`src/rtl/irrigation_timer_controller_if.sv`:
```
// rtl/irrigation_timer_controller_if.sv - signal bundle between valve logic and the irrigation timer
// Purpose: groups the request/abort/preset inputs and the countdown outputs.
// Ports (slave = timer side):
//   in : irrigation_on, conflicting_values, forced_reset,
//        load_minutes_d[1:0], load_minutes_u[3:0], load_seconds_d[2:0]
//   out: minutes_d[1:0], minutes_u[3:0], seconds_d[2:0], seconds_u[3:0],
//        running, expired, state[1:0]
interface irrigation_timer_controller_if;
  logic       irrigation_on;
  logic       conflicting_values;
  logic       forced_reset;
  logic [1:0] load_minutes_d;
  logic [3:0] load_minutes_u;
  logic [2:0] load_seconds_d;
  logic [1:0] minutes_d;
  logic [3:0] minutes_u;
  logic [2:0] seconds_d;
  logic [3:0] seconds_u;
  logic       running;
  logic       expired;
  logic [1:0] state;

  modport master (
    output irrigation_on, conflicting_values, forced_reset,
    output load_minutes_d, load_minutes_u, load_seconds_d,
    input  minutes_d, minutes_u, seconds_d, seconds_u,
    input  running, expired, state
  );

  modport slave (
    input  irrigation_on, conflicting_values, forced_reset,
    input  load_minutes_d, load_minutes_u, load_seconds_d,
    output minutes_d, minutes_u, seconds_d, seconds_u,
    output running, expired, state
  );
endinterface

```
`src/rtl/irrigation_timer_controller.sv`:
```
// rtl/irrigation_timer_controller.sv - BCD countdown timer for one irrigation run
// Purpose: on a rising irrigation_on, loads a clamped MM:S0 preset and counts
//   down one second per CLK_PER_SEC clocks; pauses while sensors conflict,
//   aborts on forced_reset or a dropped request, pulses expired at 00:00.
// Ports:
//   clock   : system clock, rising edge
//   reset_n : asynchronous active-low reset
//   bus     : irrigation_timer_controller_if.slave (requests, preset, BCD time, status)
module irrigation_timer_controller #(
  parameter int CLK_PER_SEC = 50000000
) (
  input  logic                          clock,
  input  logic                          reset_n,
  irrigation_timer_controller_if.slave  bus
);

  localparam int PW = $clog2(CLK_PER_SEC);
  localparam logic [PW-1:0] PRESC_MAX = PW'(CLK_PER_SEC - 1);

  typedef enum logic [1:0] {
    IDLE = 2'b00,
    RUN  = 2'b01,
    HOLD = 2'b10,
    DONE = 2'b11
  } state_t;

  state_t        state_q, state_d;
  logic [PW-1:0] presc_q, presc_d;
  logic [1:0]    md_q, md_d;
  logic [3:0]    mu_q, mu_d;
  logic [2:0]    sd_q, sd_d;
  logic [3:0]    su_q, su_d;
  logic          expired_q, expired_d;
  logic          irr_q;

  logic          start;
  logic          tick;
  logic [3:0]    clamp_mu;
  logic [2:0]    clamp_sd;
  logic          preset_nz;

  assign start     = bus.irrigation_on & ~irr_q;
  assign tick      = (presc_q == PRESC_MAX);
  assign clamp_mu  = (bus.load_minutes_u > 4'd9) ? 4'd9 : bus.load_minutes_u;
  assign clamp_sd  = (bus.load_seconds_d > 3'd5) ? 3'd5 : bus.load_seconds_d;
  assign preset_nz = |{bus.load_minutes_d, clamp_mu, clamp_sd};

  always_comb begin
    state_d   = state_q;
    presc_d   = presc_q;
    md_d      = md_q;
    mu_d      = mu_q;
    sd_d      = sd_q;
    su_d      = su_q;
    expired_d = 1'b0;

    case (state_q)
      IDLE: begin
        presc_d = '0;
        md_d    = '0;
        mu_d    = '0;
        sd_d    = '0;
        su_d    = '0;
        if (start && !bus.forced_reset && preset_nz) begin
          md_d    = bus.load_minutes_d;
          mu_d    = clamp_mu;
          sd_d    = clamp_sd;
          state_d = bus.conflicting_values ? HOLD : RUN;
        end
      end

      RUN, HOLD: begin
        if (bus.forced_reset || !bus.irrigation_on) begin
          state_d = IDLE;
          presc_d = '0;
          md_d    = '0;
          mu_d    = '0;
          sd_d    = '0;
          su_d    = '0;
        end else if (bus.conflicting_values) begin
          // Everything freezes; a coinciding tick is simply not taken.
          state_d = HOLD;
        end else begin
          // The edge leaving HOLD already counts, so a pause of N
          // conflicting cycles delays expiry by exactly N cycles.
          state_d = RUN;
          if (tick) begin
            presc_d = '0;
            if ({md_q, mu_q, sd_q, su_q} == 13'd1) begin
              state_d   = DONE;
              expired_d = 1'b1;
              su_d      = '0;
            end else if (su_q != 4'd0) begin
              su_d = su_q - 4'd1;
            end else begin
              su_d = 4'd9;
              if (sd_q != 3'd0) begin
                sd_d = sd_q - 3'd1;
              end else begin
                sd_d = 3'd5;
                if (mu_q != 4'd0) begin
                  mu_d = mu_q - 4'd1;
                end else begin
                  mu_d = 4'd9;
                  md_d = md_q - 2'd1;
                end
              end
            end
          end else begin
            presc_d = presc_q + PW'(1);
          end
        end
      end

      DONE: begin
        md_d = '0;
        mu_d = '0;
        sd_d = '0;
        su_d = '0;
        if (bus.forced_reset || !bus.irrigation_on) begin
          state_d = IDLE;
          presc_d = '0;
        end
      end

      default: state_d = IDLE;
    endcase
  end

  always_ff @(posedge clock or negedge reset_n) begin
    if (!reset_n) begin
      state_q   <= IDLE;
      presc_q   <= '0;
      md_q      <= '0;
      mu_q      <= '0;
      sd_q      <= '0;
      su_q      <= '0;
      expired_q <= 1'b0;
      irr_q     <= 1'b0;
    end else begin
      state_q   <= state_d;
      presc_q   <= presc_d;
      md_q      <= md_d;
      mu_q      <= mu_d;
      sd_q      <= sd_d;
      su_q      <= su_d;
      expired_q <= expired_d;
      irr_q     <= bus.irrigation_on;
    end
  end

  assign bus.minutes_d = md_q;
  assign bus.minutes_u = mu_q;
  assign bus.seconds_d = sd_q;
  assign bus.seconds_u = su_q;
  assign bus.running   = (state_q == RUN);
  assign bus.expired   = expired_q;
  assign bus.state     = state_q;

endmodule
```
`src/flat_wrapper.sv`:
```
// flat-port wrapper written by rule: the top's interface ports become plain ports
module irrigation_timer_controller_flat 
#(
  parameter int CLK_PER_SEC = 50000000
)
  (clock, reset_n, bus_irrigation_on, bus_conflicting_values, bus_forced_reset, bus_load_minutes_d, bus_load_minutes_u, bus_load_seconds_d, bus_minutes_d, bus_minutes_u, bus_seconds_d, bus_seconds_u, bus_running, bus_expired, bus_state);
  irrigation_timer_controller_if bus_i ();
  input  logic clock;
  input  logic reset_n;
  input wire logic [$bits(bus_i.irrigation_on)-1:0] bus_irrigation_on;
  input wire logic [$bits(bus_i.conflicting_values)-1:0] bus_conflicting_values;
  input wire logic [$bits(bus_i.forced_reset)-1:0] bus_forced_reset;
  input wire logic [$bits(bus_i.load_minutes_d)-1:0] bus_load_minutes_d;
  input wire logic [$bits(bus_i.load_minutes_u)-1:0] bus_load_minutes_u;
  input wire logic [$bits(bus_i.load_seconds_d)-1:0] bus_load_seconds_d;
  output wire logic [$bits(bus_i.minutes_d)-1:0] bus_minutes_d;
  output wire logic [$bits(bus_i.minutes_u)-1:0] bus_minutes_u;
  output wire logic [$bits(bus_i.seconds_d)-1:0] bus_seconds_d;
  output wire logic [$bits(bus_i.seconds_u)-1:0] bus_seconds_u;
  output wire logic [$bits(bus_i.running)-1:0] bus_running;
  output wire logic [$bits(bus_i.expired)-1:0] bus_expired;
  output wire logic [$bits(bus_i.state)-1:0] bus_state;
  assign bus_i.irrigation_on = bus_irrigation_on;
  assign bus_i.conflicting_values = bus_conflicting_values;
  assign bus_i.forced_reset = bus_forced_reset;
  assign bus_i.load_minutes_d = bus_load_minutes_d;
  assign bus_i.load_minutes_u = bus_load_minutes_u;
  assign bus_i.load_seconds_d = bus_load_seconds_d;
  assign bus_minutes_d = bus_i.minutes_d;
  assign bus_minutes_u = bus_i.minutes_u;
  assign bus_seconds_d = bus_i.seconds_d;
  assign bus_seconds_u = bus_i.seconds_u;
  assign bus_running = bus_i.running;
  assign bus_expired = bus_i.expired;
  assign bus_state = bus_i.state;
  irrigation_timer_controller #(.CLK_PER_SEC(CLK_PER_SEC)) u_core (.clock(clock), .reset_n(reset_n), .bus(bus_i));
endmodule
```
`config.mk`:
```
export PLATFORM = sky130hd
export DESIGN_NAME = irrigation_timer_controller_flat
export DESIGN_NICKNAME = d
export VERILOG_FILES = /design/src/rtl/irrigation_timer_controller_if.sv /design/src/rtl/irrigation_timer_controller.sv /design/src/flat_wrapper.sv
export SDC_FILE = /design/constraint.sdc
export NUM_CORES = 1
export LEC_CHECK = 0
export ABC_AREA = 0
export BUFFER_PORTS_ARGS = -buffer_cell sky130_fd_sc_hd__buf_4
export CAP_MARGIN = 5
export CELL_PAD_IN_SITES_DETAIL_PLACEMENT = 1
export CELL_PAD_IN_SITES_GLOBAL_PLACEMENT = 2
export CORE_MARGIN = 2
export CORE_UTILIZATION = 36
export CTS_CLUSTER_DIAMETER = 30
export DETAILED_ROUTE_END_ITERATION = 8
export GPL_TIMING_DRIVEN = 0
export PLACE_DENSITY_LB_ADDON = 0.1
export SYNTH_ARGS = -nofsm -noshare
export SYNTH_HDL_FRONTEND = slang
export SYNTH_SLANG_ARGS = --single-unit
```
`constraint.sdc`:
```
create_clock -name clock -period 3.7 [get_ports clock]
set_clock_uncertainty 0.2 [all_clocks]
set_input_delay 0.37 -clock clock [delete_from_list [all_inputs] [get_ports clock]]
set_output_delay 0.37 -clock clock [all_outputs]
set_load 0.005 [all_outputs]
```
==> results.cfg, run 1 <==
[floorplanning]
rows = 31
die_w_um = 90.2
ios = 31
die_area_um2 = 8140
start_util_pct = 37.1
die-height_um = 90.2
core_um2 = 7210

[worst_setup_path]
worstSetupStartpoint = u_core.presc_q[9]$_DFFE_PN0P_
critical_path.slowest_cell = or4b_2
worst-path-buf-inv = 1
critPathMaxFanout = 10
crit_arrival_ps = 2970
required_ps = 3680
crit_family = simple AND/OR/NAND/NOR gates
worstRegToRegCells = 6
crit_chain = or4b_2 -> nor4_2 -> nand2_1 -> a21oi_1 -> buf_2 -> nor2_1
r2r_end = u_core.presc_q[2]$_DFFE_PN0P_
cp-end-kind = flip-flop
start_kind = flip-flop
path_class = flip-flop to flip-flop
r2r_slack_ps = 710
rr_startpoint = u_core.presc_q[9]$_DFFE_PN0P_
crit_path_max_incr_delay_ps = 700

[sta]
fmax_mhz = 335
fin_ws_ps = 711
finalHoldViolCount = 0
final_max_slew_viol_count = 0
max_slew_margin_pct = 35.9
period_needed_ps = 2990
tightest_slew_ps = 959
fin_crit_sh_pct = 80.8
tns_ps = 0
rsz0062_at_grt = no
setup_viol = 0

[drt]
via_per_inst = 5.39
drc_errors = 0
dr.pass1.iters = 4
wirelength_mm = 7.36
drtIter0Drc = 78
ant_nets = 0
wl_per_cell_um = 16.7
vias = 2373

[yosys]
syn_inst = 301
yosysSeqAreaShare_pct = 40.2
synth_top_area_cell = dfrtp_1
synth-async-reset-ratio_pct = 100
synth-main-ff-cell = dfrtp_1
synth_area_um2 = 2680
syn_avg_cell_area_um2 = 8.89
synth_edf_count = 0
ys_types = 55
syn_nets = 325
synth_seq_cells = 43
synth_top_area_share_pct = 40.2
synth.area.top_cells = dfrtp_1 40%, xor2_1 5.9%, nor2_1 5.5%, ha_1 4.7%, nand3_1 4.3%
ys.warnings.count = 0

[clock_tree]
clock_latency_ps = 300
cts.sinks = 43
clk_pin_slew_worst_paths_ps = 90
cts_buffer_depth = 2
cts_hold_buffers = 2
cts_setup_buffers = 0
cts_resized = 0
root_buffer = clkbuf_8
cts_tree = built
cts_buffers = 5
htree_levels = 2

[power_and_ir_drop]
p_leak_nw = 1.34
peakVddDrop_v = 0.000169
switching_power_mw = 0.582
intPower_mw = 0.927
p_per_area_nw_per_um2 = 479
fin_total_pwr_mw = 1.51
switching_share_pct = 38.6
clockPowerShare_pct = 22.9
combPwrFrac_pct = 38.3
pwr-share-seq_pct = 38.7

[hold_path]
hold_path_depth = 2
worst_hold_startpoint = bus_conflicting_values
hold_path.class = input pin to flip-flop
min_to = u_core.bus.state[0]$_DFFE_PN0P_

[cells_and_area]
area_growth_pct = 17.7
final_common_cell = dfrtp_1
num-fill-cells = 859
layout.nets = 364
antenna_cells = 0
final_cell_mix = 43 x dfrtp_1, 39 x nor2_1, 30 x buf_4, 29 x nand2_1, 23 x nand3_1
final_area_um2 = 3150
drive_gt1_share_pct = 16.4

[grt]
antenna_found_initial = 0
grt_max_degree = 44
gr-usage-all-layers_pct = 19.1
grt_overflow = 0
first_global_vias = 2515
grt_pass1_wl_mm = 12.7

[run_status]
status = finished, final reports clean

[placed_design]
gp_congestion = 0.795
hpwl_mm = 5.24
post-place-ws_ps = 682
dpl_cell_area_um2 = 3030
numPortBuffers = 30

[run]
cap_violations = 0
[power by group through the flow]
stage                     Sequential (mW)  Combinational (mW)  Clock (mW)
after floorplan                     0.578               0.362           0
after global routing                0.595               0.655       0.374
after global placement              0.591               0.578           0
after CTS                           0.584               0.590       0.357
final                               0.585               0.579       0.346
after detailed placement            0.594               0.583           0
[registers in the layout (all words and copies together) (netlist names)]
signal	flops
u_core.bus.seconds_d	3
u_core.irr_q	1
u_core.bus.expired	1
u_core.bus.minutes_u	4
u_core.bus.seconds_u	4
u_core.presc_q	26
u_core.bus.minutes_d	2
u_core.bus.state	2
[synthesized netlist by cell type, drive strengths merged, types with 2 or more instances]
| master | n |
|---|---|
| xnor2 | 3 |
| inv | 11 |
| nor2b | 4 |
| nand2b | 3 |
| nand4 | 11 |
| a21o | 2 |
| nand3 | 23 |
| buf | 5 |
| dfrtp | 43 |
| nor4bb | 2 |
| or3 | 2 |
| or3b | 2 |
| a21oi | 10 |
| o21ai | 15 |
| a211oi | 5 |
| mux2i | 2 |
| nand3b | 5 |
| and2 | 4 |
| o211ai | 2 |
| o31ai | 4 |
| nor3 | 6 |
| or4 | 3 |
| and3 | 5 |
| nand2 | 29 |
| xor2 | 18 |
| nor2 | 39 |
| mux2 | 3 |
| or4b | 2 |
| nor3b | 4 |
| clkbuf | 5 |
| ha | 10 |
| nor4 | 6 |
[metrics by stage]
stage                     hold WS, ps  util, %  std cells
after floorplan                  -126        -        301
after global placement            221     41.9        430
after detailed placement          226     42.0        430
after CTS                         107     43.7        440
after global routing              127     43.7        440
final                             114     43.7        440
[per-layer routing]
metal / wire length (um) / GRT usage [%] / part of all wire, % / up-vias
met2: 3560 / 33.3 / 48 / 29
li1: - / - / - / 1152
met4: 62 / 3.97 / 0.84 / 0
met5: 0 / 0 / 0 / -
met3: 163 / 2.85 / 2.2 / 6
met1: 3570 / 25.2 / 48 / 1186
[cells by family (layout without fill, tap and decap cells)]
kind of cell	Yosys count	in the layout	share of synthesized area, %
DFF	43	43	40.2
and+or+nand+nor	152	152	30.0
xor gates and xnor gates	21	21	6.87
muxes	5	5	2.15
buffers and inverters	21	61	3.65
adders and majority gates	10	10	4.68
AOI/OAI and AO/OA	49	49	12.4
[area by class of cell]
type / instances / area [um2] / area share, %
clock buffers: 8 / 100 / 3.18
inverters: 11 / 41.3 / 1.31
well taps: 99 / 124 / 3.93
flip-flops and latches: 43 / 1080 / 34.2
repair buffers: 32 / 245 / 7.78
multi-input cells: 237 / 1510 / 47.9
plain buffers: 10 / 56.3 / 1.79
[worst max-delay path by stage]
stage,slack (ps),cells after the start,end
global route,500,7,u_core.presc_q[3]$_DFFE_PN0P_
floorplan,1000,7,u_core.bus.minutes_u[1]$_DFFE_PN0P_
global placement,370,7,u_core.presc_q[22]$_DFFE_PN0P_
detailed placement,680,6,u_core.presc_q[2]$_DFFE_PN0P_
finish,710,6,u_core.presc_q[2]$_DFFE_PN0P_
CTS,650,6,u_core.presc_q[2]$_DFFE_PN0P_
Power figures use the tool's default switching activity.
==> run 2, diff against run 1 <==
- clock period: 3.7 -> 2.9 ns (I/O delays scaled with it)
==> run 2 against run 1 <==
Net effect: sequential power is 27% higher; core utilization is 0.62 points higher; final cell count is 0.45% higher; non-clock buffer count is 2 higher; critical endpoint is now u_core.bus.minutes_u[1]$_DFFE_PN0P_.
==> results.cfg, run 2 (synthesized netlist as in run 1, its figures left out) <==
[worst_setup_path]
worst-path-buf-inv = 1
crit_family = simple AND/OR/NAND/NOR gates
critPathMaxFanout = 9
cp-end-kind = flip-flop
critical_path.slowest_cell = or4b_4
crit_chain = ha_2 -> nand4_4 -> or4b_4 -> or4_4 -> buf_6 -> o21ai_2 -> mux2_1
crit_path_max_incr_delay_ps = 570
start_kind = flip-flop
crit_arrival_ps = 2820
r2r_slack_ps = 70
required_ps = 2890
path_class = flip-flop to flip-flop

[power_and_ir_drop]
switching_power_mw = 0.744
p_per_area_nw_per_um2 = 605
pwr-share-seq_pct = 38.5
intPower_mw = 1.19
combPwrFrac_pct = 38.8
switching_share_pct = 38.5
p_leak_nw = 1.36
peakVddDrop_v = 0.000216
fin_total_pwr_mw = 1.93
clockPowerShare_pct = 22.7

[drt]
wirelength_mm = 7.38
ant_nets = 0
drc_errors = 0
wl_per_cell_um = 16.7
drtIter0Drc = 87
vias = 2394
dr.pass1.iters = 4
via_per_inst = 5.42

[cells_and_area]
largest_reg_flops = 26
final_common_cell = dfrtp_1
num-fill-cells = 862
regMostFlops = u_core.presc_q
layout.nets = 366
final_cell_mix = 43 x dfrtp_1, 39 x nor2_1, 32 x buf_4, 28 x nand2_1, 23 x nand3_1
fin_util_pct = 44.3
area_growth_pct = 19.4
drive_gt1_share_pct = 18.1
antenna_cells = 0

[floorplanning]
rows = 31
die_area_um2 = 8140
die_w_um = 90.2
start_util_pct = 37.1
die-height_um = 90.2
core_um2 = 7210
ios = 31

[clock_tree]
cts_buffers = 5
cts_tree = built
clock_latency_ps = 300
root_buffer = clkbuf_8
cts.sinks = 43
clk_pin_slew_worst_paths_ps = 90
cts_buffer_depth = 2
htree_levels = 2

[run_status]
status = finished, final reports clean

[sta]
fmax_mhz = 353
fin_crit_sh_pct = 97.6
fin_ws_ps = 70.6
max_slew_margin_pct = 36.4
period_needed_ps = 2830
rsz0062_at_grt = yes
setup_viol = 0
finalHoldViolCount = 0
final_max_slew_viol_count = 0
tightest_slew_ps = 952

[placed_design]
gp_congestion = 0.795
numPortBuffers = 30
hpwl_mm = 5.24
post-place-ws_ps = -118

[grt]
grt_pass1_wl_mm = 12.8
first_global_vias = 2531
gr-usage-all-layers_pct = 19.2
antenna_found_initial = 0
grt_max_degree = 44
grt_overflow = 0

[run]
cap_violations = 0

[hold_path]
hold_path.class = input pin to flip-flop
-- run 2: area by class of cell --
class / count / area [um2] / share of cell area (%)
Buffer: 10 / 56.3 / 1.76
Clock buffer: 8 / 100 / 3.13
Inverter: 11 / 41.3 / 1.29
Multi-Input combinational cell: 237 / 1540 / 48.1
Sequential cell: 43 / 1080 / 33.7
Tap cell: 99 / 124 / 3.88
Timing Repair Buffer: 34 / 260 / 8.14
-- run 2: worst register-to-register path, delay by kind of cell, from the launching register on --
kind	cells	cell delay [ps]
adder cells (fa/ha/maj)	1	230
multiplexers	1	330
buffers and inverters	1	160
AO/OA/AOI/OAI	1	200
flip-flops	1	380
AND/OR/NAND/NOR	3	1220
-- run 2: path summary, 6_finish.rpt --
path	startpoint	endpoint	cells after the start
setup / recovery	u_core.presc_q[0]$_DFFE_PN0P_	u_core.bus.minutes_u[1]$_DFFE_PN0P_	7
hold / removal	bus_conflicting_values	u_core.bus.state[0]$_DFFE_PN0P_	2
setup reg to reg	u_core.presc_q[0]$_DFFE_PN0P_	u_core.bus.minutes_u[1]$_DFFE_PN0P_	7
hold reg to reg	u_core.presc_q[15]$_DFFE_PN0P_	u_core.presc_q[15]$_DFFE_PN0P_	2
max in group asynchronous	reset_n	u_core.presc_q[11]$_DFFE_PN0P_	2
min in group asynchronous	reset_n	u_core.bus.minutes_u[3]$_DFFE_PN0P_	2
-- run 2: through the flow --
| step | hold slack (ps) | TNS (ps) | cell area [um2] | cells |
|---|---|---|---|---|
| 6_report | 33.7 | 0 | 3200 | 442 |
| 5_1_grt | 47.3 | -417 | 3200 | 442 |
| 4_1_cts | 27.5 | 0 | 3180 | 442 |
| 3_5_place_dp | 146 | -2250 | 3030 | 430 |
| 3_3_place_gp | 141 | -3560 | 3030 | 430 |
| 2_1_floorplan | -206 | 0 | 2680 | 301 |
-- run 2: routing by layer --
metal | global-route usage [%] | vias up | routed length, um | part of all wire, %
met4 | 3.97 | 0 | 62 | 0.84
li1 | - | 1159 | - | -
met3 | 2.85 | 6 | 166 | 2.2
met2 | 33.3 | 31 | 3600 | 49
met1 | 25.4 | 1198 | 3550 | 48
met5 | 0 | - | 0 | 0
-- run 2: repair_timing --
| action | 4_1_cts | 5_1_grt |
|---|---|---|
| resized for setup | 4 | 2 |
| gates cloned | 0 | 0 |
| setup endpoints to repair | 22 | 24 |
| hold endpoints to repair | 44 | 0 |
| hold buffers | 2 | 0 |
| buffers inserted | 2 | 0 |
-- run 2: power groups by stage --
stage               Clock [mW]  Combinational [mW]  Sequential (mW)
floorplan                    0               0.462            0.737
global placement             0               0.738            0.754
detailed placement           0               0.744            0.758
CTS                      0.455               0.764            0.743
global route             0.477               0.847            0.757
finish                   0.440               0.750            0.743
